### config.mk
export PLATFORM = sky130hd
export DESIGN_NAME = saxi_write_broadcastor_nway_flat
export DESIGN_NICKNAME = d
export VERILOG_FILES = /design/src/rtl/saxi_write_broadcastor_nway_if.sv /design/src/rtl/saxi_write_broadcastor_nway.sv /design/src/flat_wrapper.sv
export SDC_FILE = /design/constraint.sdc
export NUM_CORES = 1
export LEC_CHECK = 0
export ABC_CLOCK_PERIOD_IN_PS = 6600
export BUFFER_PORTS_ARGS = -buffer_cell sky130_fd_sc_hd__buf_4
export CAP_MARGIN = 10
export CORE_MARGIN = 5
export CORE_UTILIZATION = 38
export DETAILED_ROUTE_END_ITERATION = 10
export HOLD_SLACK_MARGIN = 0.03
export PLACE_DENSITY = 0.74
export SLEW_MARGIN = 40
export SYNTH_ARGS = -nofsm -noshare
export SYNTH_HDL_FRONTEND = slang
export SYNTH_SLANG_ARGS = --single-unit
### constraint.sdc
create_clock -name ap_clk -period 6.6 [get_ports ap_clk]
set_input_delay 0.33 -clock ap_clk [delete_from_list [all_inputs] [get_ports ap_clk]]
set_output_delay 0.33 -clock ap_clk [all_outputs]
set_load 0.02 [all_outputs]
### src/rtl/saxi_write_broadcastor_nway_if.sv
// AXI-Lite control write-path bundle for the N-way broadcaster: one upstream
// write port (AW/W/B) and NUM_BRANCH flattened downstream write ports.
// Branch i occupies bits [i*W +: W] of every per-branch vector.
interface saxi_write_broadcastor_nway_if #(
  parameter int NUM_BRANCH = 3,
  parameter int ADDR_WIDTH = 9,
  parameter int DATA_WIDTH = 32
);
  localparam int STRB_WIDTH = DATA_WIDTH / 8;

  // Upstream (host-facing) write port
  logic                             s_axi_control_AWVALID;
  logic                             s_axi_control_AWREADY;
  logic [ADDR_WIDTH-1:0]            s_axi_control_AWADDR;
  logic                             s_axi_control_WVALID;
  logic                             s_axi_control_WREADY;
  logic [DATA_WIDTH-1:0]            s_axi_control_WDATA;
  logic [STRB_WIDTH-1:0]            s_axi_control_WSTRB;
  logic                             s_axi_control_BVALID;
  logic                             s_axi_control_BREADY;
  logic [1:0]                       s_axi_control_BRESP;

  // Downstream per-branch write ports
  logic [NUM_BRANCH-1:0]            m_axi_AWVALID;
  logic [NUM_BRANCH-1:0]            m_axi_AWREADY;
  logic [NUM_BRANCH*ADDR_WIDTH-1:0] m_axi_AWADDR;
  logic [NUM_BRANCH-1:0]            m_axi_WVALID;
  logic [NUM_BRANCH-1:0]            m_axi_WREADY;
  logic [NUM_BRANCH*DATA_WIDTH-1:0] m_axi_WDATA;
  logic [NUM_BRANCH*STRB_WIDTH-1:0] m_axi_WSTRB;
  logic [NUM_BRANCH-1:0]            m_axi_BVALID;
  logic [NUM_BRANCH-1:0]            m_axi_BREADY;
  logic [NUM_BRANCH*2-1:0]          m_axi_BRESP;

  // Broadcaster side: slave towards the host, master towards the branches
  modport slave (
    input  s_axi_control_AWVALID, s_axi_control_AWADDR,
    output s_axi_control_AWREADY,
    input  s_axi_control_WVALID, s_axi_control_WDATA, s_axi_control_WSTRB,
    output s_axi_control_WREADY,
    output s_axi_control_BVALID, s_axi_control_BRESP,
    input  s_axi_control_BREADY,
    output m_axi_AWVALID, m_axi_AWADDR,
    input  m_axi_AWREADY,
    output m_axi_WVALID, m_axi_WDATA, m_axi_WSTRB,
    input  m_axi_WREADY,
    input  m_axi_BVALID, m_axi_BRESP,
    output m_axi_BREADY
  );

  // Environment side: drives the host port and emulates the branches
  modport master (
    output s_axi_control_AWVALID, s_axi_control_AWADDR,
    input  s_axi_control_AWREADY,
    output s_axi_control_WVALID, s_axi_control_WDATA, s_axi_control_WSTRB,
    input  s_axi_control_WREADY,
    input  s_axi_control_BVALID, s_axi_control_BRESP,
    output s_axi_control_BREADY,
    input  m_axi_AWVALID, m_axi_AWADDR,
    output m_axi_AWREADY,
    input  m_axi_WVALID, m_axi_WDATA, m_axi_WSTRB,
    output m_axi_WREADY,
    output m_axi_BVALID, m_axi_BRESP,
    input  m_axi_BREADY
  );
endinterface

### src/rtl/saxi_write_broadcastor_nway.sv
// N-way AXI-Lite write broadcaster. AW and W each pass through an independent
// one-entry hold engine that fans a beat out to every branch exactly once;
// the branch B responses are merged into one upstream B carrying the worst code.

// One-entry broadcast buffer: EMPTY accepts a beat, HOLD offers it to every
// branch until each branch has taken exactly one copy.
module saxi_write_broadcastor_nway_engine #(
  parameter int NUM_BRANCH    = 3,
  parameter int PAYLOAD_WIDTH = 9
) (
  input  logic                     clk,
  input  logic                     rst,
  input  logic                     in_valid,
  output logic                     in_ready,
  input  logic [PAYLOAD_WIDTH-1:0] in_payload,
  output logic [NUM_BRANCH-1:0]    out_valid,
  input  logic [NUM_BRANCH-1:0]    out_ready,
  output logic [PAYLOAD_WIDTH-1:0] out_payload
);
  typedef enum logic {
    EMPTY = 1'b0,
    HOLD  = 1'b1
  } state_t;

  state_t                  state_q, state_d;
  logic                    ready_q, ready_d;
  logic [NUM_BRANCH-1:0]   sent_q, sent_d;
  logic [NUM_BRANCH-1:0]   handshake;
  logic [PAYLOAD_WIDTH-1:0] hold_q;
  logic                    accept;

  // Ready is a register so it stays low through reset and rises one cycle
  // after release, independent of the state encoding.
  assign in_ready    = ready_q;
  assign accept      = in_valid & ready_q;
  assign out_valid   = (state_q == HOLD) ? ~sent_q : '0;
  assign out_payload = hold_q;
  assign handshake   = out_valid & out_ready;

  // Next-state, sent mask and upstream ready for the following cycle
  always_comb begin
    // NOTE: every signal gets a default before the case so no path leaves it unassigned (no latch).
    state_d = state_q;
    sent_d  = sent_q;
    case (state_q)
      EMPTY: begin
        if (accept) begin
          state_d = HOLD;
          sent_d  = '0;
        end
      end
      HOLD: begin
        sent_d = sent_q | handshake;
        if (&sent_d) begin
          state_d = EMPTY;
        end
      end
    endcase
    ready_d = (state_d == EMPTY);
  end

  // State, sent mask and ready registers
  always_ff @(posedge clk) begin
    // NOTE: sequential state uses non-blocking assignments so all registers update from pre-edge values.
    if (rst) begin
      state_q <= EMPTY;
      sent_q  <= '0;
      ready_q <= 1'b0;
    end else begin
      state_q <= state_d;
      sent_q  <= sent_d;
      ready_q <= ready_d;
    end
  end

  // Payload capture on upstream acceptance
  always_ff @(posedge clk) begin
    // NOTE: the payload needs no reset; it is never observed while the engine is EMPTY.
    if (accept) begin
      hold_q <= in_payload;
    end
  end
endmodule

module saxi_write_broadcastor_nway #(
  parameter int NUM_BRANCH = 3,
  parameter int ADDR_WIDTH = 9,
  parameter int DATA_WIDTH = 32
) (
  input logic                          ap_clk,
  input logic                          ap_rst,
  saxi_write_broadcastor_nway_if.slave bus
);
  localparam int STRB_WIDTH      = DATA_WIDTH / 8;
  localparam int W_PAYLOAD_WIDTH = STRB_WIDTH + DATA_WIDTH;

  typedef enum logic {
    B_WAIT = 1'b0,
    B_RESP = 1'b1
  } b_state_t;

  logic [ADDR_WIDTH-1:0]      aw_payload;
  logic [W_PAYLOAD_WIDTH-1:0] w_payload;

  b_state_t              b_state_q, b_state_d;
  logic [NUM_BRANCH-1:0] got_q, got_d;
  logic [NUM_BRANCH-1:0] bready_q, bready_d;
  logic [NUM_BRANCH-1:0] b_handshake;
  logic [1:0]            worst_q, worst_d;
  logic                  bvalid_q, bvalid_d;
  logic                  b_done;

  // ---------------- AW channel ----------------
  saxi_write_broadcastor_nway_engine #(
    .NUM_BRANCH    (NUM_BRANCH),
    .PAYLOAD_WIDTH (ADDR_WIDTH)
  ) u_aw_engine (
    .clk         (ap_clk),
    .rst         (ap_rst),
    .in_valid    (bus.s_axi_control_AWVALID),
    .in_ready    (bus.s_axi_control_AWREADY),
    .in_payload  (bus.s_axi_control_AWADDR),
    .out_valid   (bus.m_axi_AWVALID),
    .out_ready   (bus.m_axi_AWREADY),
    .out_payload (aw_payload)
  );

  assign bus.m_axi_AWADDR = {NUM_BRANCH{aw_payload}};

  // ---------------- W channel ----------------
  saxi_write_broadcastor_nway_engine #(
    .NUM_BRANCH    (NUM_BRANCH),
    .PAYLOAD_WIDTH (W_PAYLOAD_WIDTH)
  ) u_w_engine (
    .clk         (ap_clk),
    .rst         (ap_rst),
    .in_valid    (bus.s_axi_control_WVALID),
    .in_ready    (bus.s_axi_control_WREADY),
    .in_payload  ({bus.s_axi_control_WSTRB, bus.s_axi_control_WDATA}),
    .out_valid   (bus.m_axi_WVALID),
    .out_ready   (bus.m_axi_WREADY),
    .out_payload (w_payload)
  );

  assign bus.m_axi_WDATA = {NUM_BRANCH{w_payload[DATA_WIDTH-1:0]}};
  assign bus.m_axi_WSTRB = {NUM_BRANCH{w_payload[W_PAYLOAD_WIDTH-1:DATA_WIDTH]}};

  // ---------------- B merge ----------------
  // Branch BREADY is registered, so a branch is accepted only when its got
  // bit was clear at the start of the cycle and the merge is collecting.
  assign b_handshake              = bus.m_axi_BVALID & bready_q;
  assign b_done                   = bvalid_q & bus.s_axi_control_BREADY;
  assign bus.m_axi_BREADY         = bready_q;
  assign bus.s_axi_control_BVALID = bvalid_q;
  assign bus.s_axi_control_BRESP  = worst_q;

  // Collect one response per branch keeping the numerically largest code,
  // then present it upstream until it is taken.
  always_comb begin
    b_state_d = b_state_q;
    got_d     = got_q;
    worst_d   = worst_q;
    case (b_state_q)
      B_WAIT: begin
        got_d = got_q | b_handshake;
        for (int i = 0; i < NUM_BRANCH; i++) begin
          if (b_handshake[i] && (bus.m_axi_BRESP[2*i +: 2] > worst_d)) begin
            worst_d = bus.m_axi_BRESP[2*i +: 2];
          end
        end
        if (&got_d) begin
          b_state_d = B_RESP;
        end
      end
      B_RESP: begin
        if (b_done) begin
          b_state_d = B_WAIT;
          got_d     = '0;
          worst_d   = 2'b00;
        end
      end
    endcase
    bvalid_d = (b_state_d == B_RESP);
    bready_d = (b_state_d == B_WAIT) ? ~got_d : '0;
  end

  // B merge state, masks and registered handshake outputs
  always_ff @(posedge ap_clk) begin
    if (ap_rst) begin
      b_state_q <= B_WAIT;
      got_q     <= '0;
      worst_q   <= 2'b00;
      bvalid_q  <= 1'b0;
      bready_q  <= '0;
    end else begin
      b_state_q <= b_state_d;
      got_q     <= got_d;
      worst_q   <= worst_d;
      bvalid_q  <= bvalid_d;
      bready_q  <= bready_d;
    end
  end
endmodule

### src/flat_wrapper.sv
// flat-port wrapper written by rule: the top's interface ports become plain ports
module saxi_write_broadcastor_nway_flat 
#(
  parameter int NUM_BRANCH = 3,
  parameter int ADDR_WIDTH = 9,
  parameter int DATA_WIDTH = 32
)
  (ap_clk, ap_rst, bus_s_axi_control_AWVALID, bus_s_axi_control_AWADDR, bus_s_axi_control_AWREADY, bus_s_axi_control_WVALID, bus_s_axi_control_WDATA, bus_s_axi_control_WSTRB, bus_s_axi_control_WREADY, bus_s_axi_control_BVALID, bus_s_axi_control_BRESP, bus_s_axi_control_BREADY, bus_m_axi_AWVALID, bus_m_axi_AWADDR, bus_m_axi_AWREADY, bus_m_axi_WVALID, bus_m_axi_WDATA, bus_m_axi_WSTRB, bus_m_axi_WREADY, bus_m_axi_BVALID, bus_m_axi_BRESP, bus_m_axi_BREADY);
  saxi_write_broadcastor_nway_if #(.NUM_BRANCH(NUM_BRANCH), .ADDR_WIDTH(ADDR_WIDTH), .DATA_WIDTH(DATA_WIDTH)) bus_i ();
  input logic ap_clk;
  input logic ap_rst;
  input wire logic [$bits(bus_i.s_axi_control_AWVALID)-1:0] bus_s_axi_control_AWVALID;
  input wire logic [$bits(bus_i.s_axi_control_AWADDR)-1:0] bus_s_axi_control_AWADDR;
  output wire logic [$bits(bus_i.s_axi_control_AWREADY)-1:0] bus_s_axi_control_AWREADY;
  input wire logic [$bits(bus_i.s_axi_control_WVALID)-1:0] bus_s_axi_control_WVALID;
  input wire logic [$bits(bus_i.s_axi_control_WDATA)-1:0] bus_s_axi_control_WDATA;
  input wire logic [$bits(bus_i.s_axi_control_WSTRB)-1:0] bus_s_axi_control_WSTRB;
  output wire logic [$bits(bus_i.s_axi_control_WREADY)-1:0] bus_s_axi_control_WREADY;
  output wire logic [$bits(bus_i.s_axi_control_BVALID)-1:0] bus_s_axi_control_BVALID;
  output wire logic [$bits(bus_i.s_axi_control_BRESP)-1:0] bus_s_axi_control_BRESP;
  input wire logic [$bits(bus_i.s_axi_control_BREADY)-1:0] bus_s_axi_control_BREADY;
  output wire logic [$bits(bus_i.m_axi_AWVALID)-1:0] bus_m_axi_AWVALID;
  output wire logic [$bits(bus_i.m_axi_AWADDR)-1:0] bus_m_axi_AWADDR;
  input wire logic [$bits(bus_i.m_axi_AWREADY)-1:0] bus_m_axi_AWREADY;
  output wire logic [$bits(bus_i.m_axi_WVALID)-1:0] bus_m_axi_WVALID;
  output wire logic [$bits(bus_i.m_axi_WDATA)-1:0] bus_m_axi_WDATA;
  output wire logic [$bits(bus_i.m_axi_WSTRB)-1:0] bus_m_axi_WSTRB;
  input wire logic [$bits(bus_i.m_axi_WREADY)-1:0] bus_m_axi_WREADY;
  input wire logic [$bits(bus_i.m_axi_BVALID)-1:0] bus_m_axi_BVALID;
  input wire logic [$bits(bus_i.m_axi_BRESP)-1:0] bus_m_axi_BRESP;
  output wire logic [$bits(bus_i.m_axi_BREADY)-1:0] bus_m_axi_BREADY;
  assign bus_i.s_axi_control_AWVALID = bus_s_axi_control_AWVALID;
  assign bus_i.s_axi_control_AWADDR = bus_s_axi_control_AWADDR;
  assign bus_s_axi_control_AWREADY = bus_i.s_axi_control_AWREADY;
  assign bus_i.s_axi_control_WVALID = bus_s_axi_control_WVALID;
  assign bus_i.s_axi_control_WDATA = bus_s_axi_control_WDATA;
  assign bus_i.s_axi_control_WSTRB = bus_s_axi_control_WSTRB;
  assign bus_s_axi_control_WREADY = bus_i.s_axi_control_WREADY;
  assign bus_s_axi_control_BVALID = bus_i.s_axi_control_BVALID;
  assign bus_s_axi_control_BRESP = bus_i.s_axi_control_BRESP;
  assign bus_i.s_axi_control_BREADY = bus_s_axi_control_BREADY;
  assign bus_m_axi_AWVALID = bus_i.m_axi_AWVALID;
  assign bus_m_axi_AWADDR = bus_i.m_axi_AWADDR;
  assign bus_i.m_axi_AWREADY = bus_m_axi_AWREADY;
  assign bus_m_axi_WVALID = bus_i.m_axi_WVALID;
  assign bus_m_axi_WDATA = bus_i.m_axi_WDATA;
  assign bus_m_axi_WSTRB = bus_i.m_axi_WSTRB;
  assign bus_i.m_axi_WREADY = bus_m_axi_WREADY;
  assign bus_i.m_axi_BVALID = bus_m_axi_BVALID;
  assign bus_i.m_axi_BRESP = bus_m_axi_BRESP;
  assign bus_m_axi_BREADY = bus_i.m_axi_BREADY;
  saxi_write_broadcastor_nway #(.NUM_BRANCH(NUM_BRANCH), .ADDR_WIDTH(ADDR_WIDTH), .DATA_WIDTH(DATA_WIDTH)) u_core (.ap_clk(ap_clk), .ap_rst(ap_rst), .bus(bus_i));
endmodule
==> flow_summary.ini <==
[worst_setup_path]
timing.rr.end = u_core.bus.s_axi_control_BRESP[1]$_SDFFE_PP0P_
worst_setup_path_start_kind = flop
timing.critical_path.fanout_max = 7
cp_top_family = compound AO/OA/AOI/OAI gates
critical_path_cell_count = 15
critical-path-top-cell-by-count = ha_1
critical_path.n_buffers_inverters = 1
worstPathArrival_ns = 3.83
cp_cell_sequence = inv_1 -> ha_1 -> nor2b_1 -> o211a_1 -> o21a_1 -> ha_1 -> nor2b_4 -> o2111ai_4 -> nor2_1 -> a21o_1 -> ha_1 -> nor2b_4 -> o2111ai_4 -> or3b_1 -> a32o_1
slowest_stage = or3b_1
r2r.worst_path.cells = 15
largest_stage_delay_worst_path_ns = 0.37
critical_path.endpoint = u_core.bus.s_axi_control_BRESP[1]$_SDFFE_PP0P_
setup.reg_to_reg.worst_slack_ns = 3.00
setup.worst_path.class = reg -> reg
cp_startpoint = u_core.bus.s_axi_control_BRESP[1]$_SDFFE_PP0P_
critical_path_required_ns = 6.83
worstReg2RegStart = u_core.bus.s_axi_control_BRESP[1]$_SDFFE_PP0P_
setup.worst_path.end_class = flop

[hold_path]
hp-class = in -> reg

[drt]
ant_nets = 0
finalWirelength_um = 7780
drt_first_iter_violations = 44
drc = 0
vias = 2194
route.detailed.vias_per_inst = 4.50
detailedRoute.firstPassIterationCount = 4
wl_per_cell_um = 15.9

[placement]
routability_congestion_estimate = 0.790
io_buffer_count = 213
placement.cell_area_um2 = 4090
dpl.hpwl_um = 6400

[clock_tree]
post_cts_resize_count = 0
clk-insertion-delay-late_ns = 0.33
cts.sinks = 64
hold_buffer_count_at_cts = 0
cts_tree = built
clock_tree.htree_level_count = 3
ctsRootBufferMaster = clkbuf_8
cts-root-to-sink-buffers = 2
postCtsSetupBuffers = 0
worst_setup_hold_path_clk_slew_ns = 0.07
number_of_buffers_created_by_cts = 9

[layout]
finish.instance_area_um2 = 4260
layout.nets = 452
num_antenna_cells = 0
final_common_cell = buf_4
area.growth.synth_to_final_pct = 39.9
final_layout_size_suffix_gt1_frac = 0.604
commonest_non_fill_non_tap_cells_in_the_layout = buf_4, edfxtp_1, dfxtp_1
post-route-util = 0.548

[die]
boundary_pin_count = 214
dieWidth_um = 99.5
die_h_um = 99.5
die_area_um2 = 9890
design.core.area_um2 = 7770
placementRows = 32
start_util = 0.392

[global_route]
grt_first_pass_wirelength_um = 11400
grtUsageTotal = 0.151
largest_net_degree_at_the_start_of_global_routing = 38
number_of_antenna_violations_at_the_first_check_in_global_routing = 0
grt_pass1_vias = 2199
grt_overflow = 0

[sta]
relSlewSlack = 0.667
finalClockSkew_ns = 0.00977
tns_ns = 0
timing_hold_violations_final = 0
number_of_setup_violations_in_the_final_report = 0
period_needed_ns = 3.60
tightestPinTransition_ns = 0.500
rsz0062_at_grt = no
max_freq_mhz = 278
min_period_over_period = 0.546
finalMaxSlewViolations = 0

[synth]
syn_area_um2 = 3040
synth_seq_area_share = 0.569
syn-instance-count = 248
yosysWarnings = 0
ys_seq_elements = 64
synth.avg_cell_area_um2 = 12.3
synth_cell_type_count = 27
mappedNetlistNets = 319

[pwr]
power_leakage_uw = 0.00195
p_total_uw = 1020
irDropWorstVdd_mv = 0.108
cellPowerDensity_nw_per_um2 = 239

[status]
run_status = finished, final reports clean

[run]
cap_violations = 0
==> worst min-delay path by stage <==
stage	from	cells after the start	slack, ns	to
6_report	bus_s_axi_control_AWADDR[2]	1	0.17	u_core.u_aw_engine.out_payload[2]$_DFFE_PP_
5_1_grt	bus_s_axi_control_WDATA[6]	1	0.14	u_core.u_w_engine.out_payload[6]$_DFFE_PP_
4_1_cts	bus_s_axi_control_WSTRB[1]	1	0.15	u_core.u_w_engine.out_payload[33]$_DFFE_PP_
3_5_place_dp	u_core.bus.s_axi_control_BRESP[1]$_SDFFE_PP0P_	1	0.49	u_core.bus.s_axi_control_BRESP[1]$_SDFFE_PP0P_
3_3_place_gp	u_core.got_q[1]$_SDFF_PP0_	2	0.48	u_core.got_q[1]$_SDFF_PP0_
2_1_floorplan	ap_rst	1	0.40	u_core.u_aw_engine.state_q$_SDFF_PP0_
==> layout make-up <==
| cell class | count | area [um2] |
|---|---|---|
| fill | 675 | 3510 |
| sequential | 64 | 1730 |
| timing repair buffer | 213 | 1600 |
| multi-input combinational | 86 | 607 |
| clock buffer | 10 | 128 |
| tap | 102 | 128 |
| clock inverter | 6 | 36.3 |
| inverter | 7 | 26.3 |
==> synth_stat cells <==
| cell | instances | area [um2] |
|---|---|---|
| a22oi_1 | 6 | 45.0 |
| mux2_2 | 1 | 11.3 |
| nor2b_1 | 11 | 68.8 |
| nor2_1 | 17 | 63.8 |
| a32o_1 | 2 | 20.0 |
| o2111ai_4 | 2 | 52.6 |
| buf_4 | 90 | 676 |
| or2_2 | 1 | 6.26 |
| inv_1 | 7 | 26.3 |
| clkbuf_1 | 1 | 3.75 |
| o21ai_0 | 3 | 15.0 |
| nand2b_1 | 3 | 18.8 |
| o41ai_1 | 1 | 8.76 |
| or3b_1 | 1 | 8.76 |
| a21oi_1 | 6 | 30.0 |
| o211a_1 | 1 | 10.0 |
| ha_1 | 6 | 75.1 |
| o22ai_1 | 4 | 25.0 |
| nand3b_1 | 1 | 7.51 |
| o2111ai_1 | 4 | 35.0 |
| a21o_1 | 1 | 7.51 |
| o21a_1 | 3 | 22.5 |
| and2_1 | 3 | 18.8 |
| nand2_1 | 7 | 26.3 |
| edfxtp_1 | 45 | 1350 |
| dfxtp_1 | 19 | 380 |
| nor2b_4 | 2 | 27.5 |
==> flip-flops by register name, indices dropped and copies added (netlist names) <==
signal	count
u_core.u_aw_engine.out_payload	9
u_core.u_w_engine.in_ready	1
u_core.b_state_q	1
u_core.u_w_engine.state_q	1
u_core.u_w_engine.out_payload	36
u_core.bus.s_axi_control_BRESP	2
u_core.bus.m_axi_BREADY	3
u_core.u_aw_engine.sent_q	3
u_core.u_aw_engine.in_ready	1
u_core.got_q	3
u_core.u_aw_engine.state_q	1
u_core.u_w_engine.sent_q	3
==> worst register-to-register path, stage by stage (launching register included) <==
cell and delay, ns:
dfxtp_1 0.35, inv_1 0.08, ha_1 0.28, nor2b_1 0.16, o211a_1 0.25, o21a_1 0.20, ha_1 0.30, nor2b_4 0.14
o2111ai_4 0.25, nor2_1 0.07, a21o_1 0.16, ha_1 0.28, nor2b_4 0.14, o2111ai_4 0.23, or3b_1 0.37, a32o_1 0.24
==> power by group <==
group | switching, uW | total, uW | leakage, uW | internal [uW]
registers | 22.2 | 482 | 0.000574 | 460
logic | 135 | 256 | 0.00130 | 120
clock network | 146 | 280 | 0.0000773 | 134
total | 304 | 1020 | 0.00195 | 714
==> kinds of logic (layout without fill, tap and decap cells) <==
kind of cell,Yosys count,count (layout),synth area share
mux,1,1,0.00370
buf+inv,98,236,0.232
compound gates,33,33,0.0893
flops,64,64,0.569
simple gates,46,46,0.0810
fa+ha+maj,6,6,0.0247
==> layer usage <==
metal,vias up,routed length (um),GRT usage
met1,1017,2560,0.150
met4,0,142,0.0662
met3,11,773,0.0519
met5,-,0,0
met2,127,4310,0.282
li1,1039,-,-
==> through the flow <==
stage	std cells	setup slack (ns)	hold slack, ns
2_1_floorplan	248	3.05	0.399
3_3_place_gp	472	3.04	0.475
3_5_place_dp	472	2.97	0.487
4_1_cts	488	2.99	0.145
5_1_grt	488	2.80	0.135
6_report	488	3.00	0.171
Note: power is estimated with default switching activity, not from simulation.
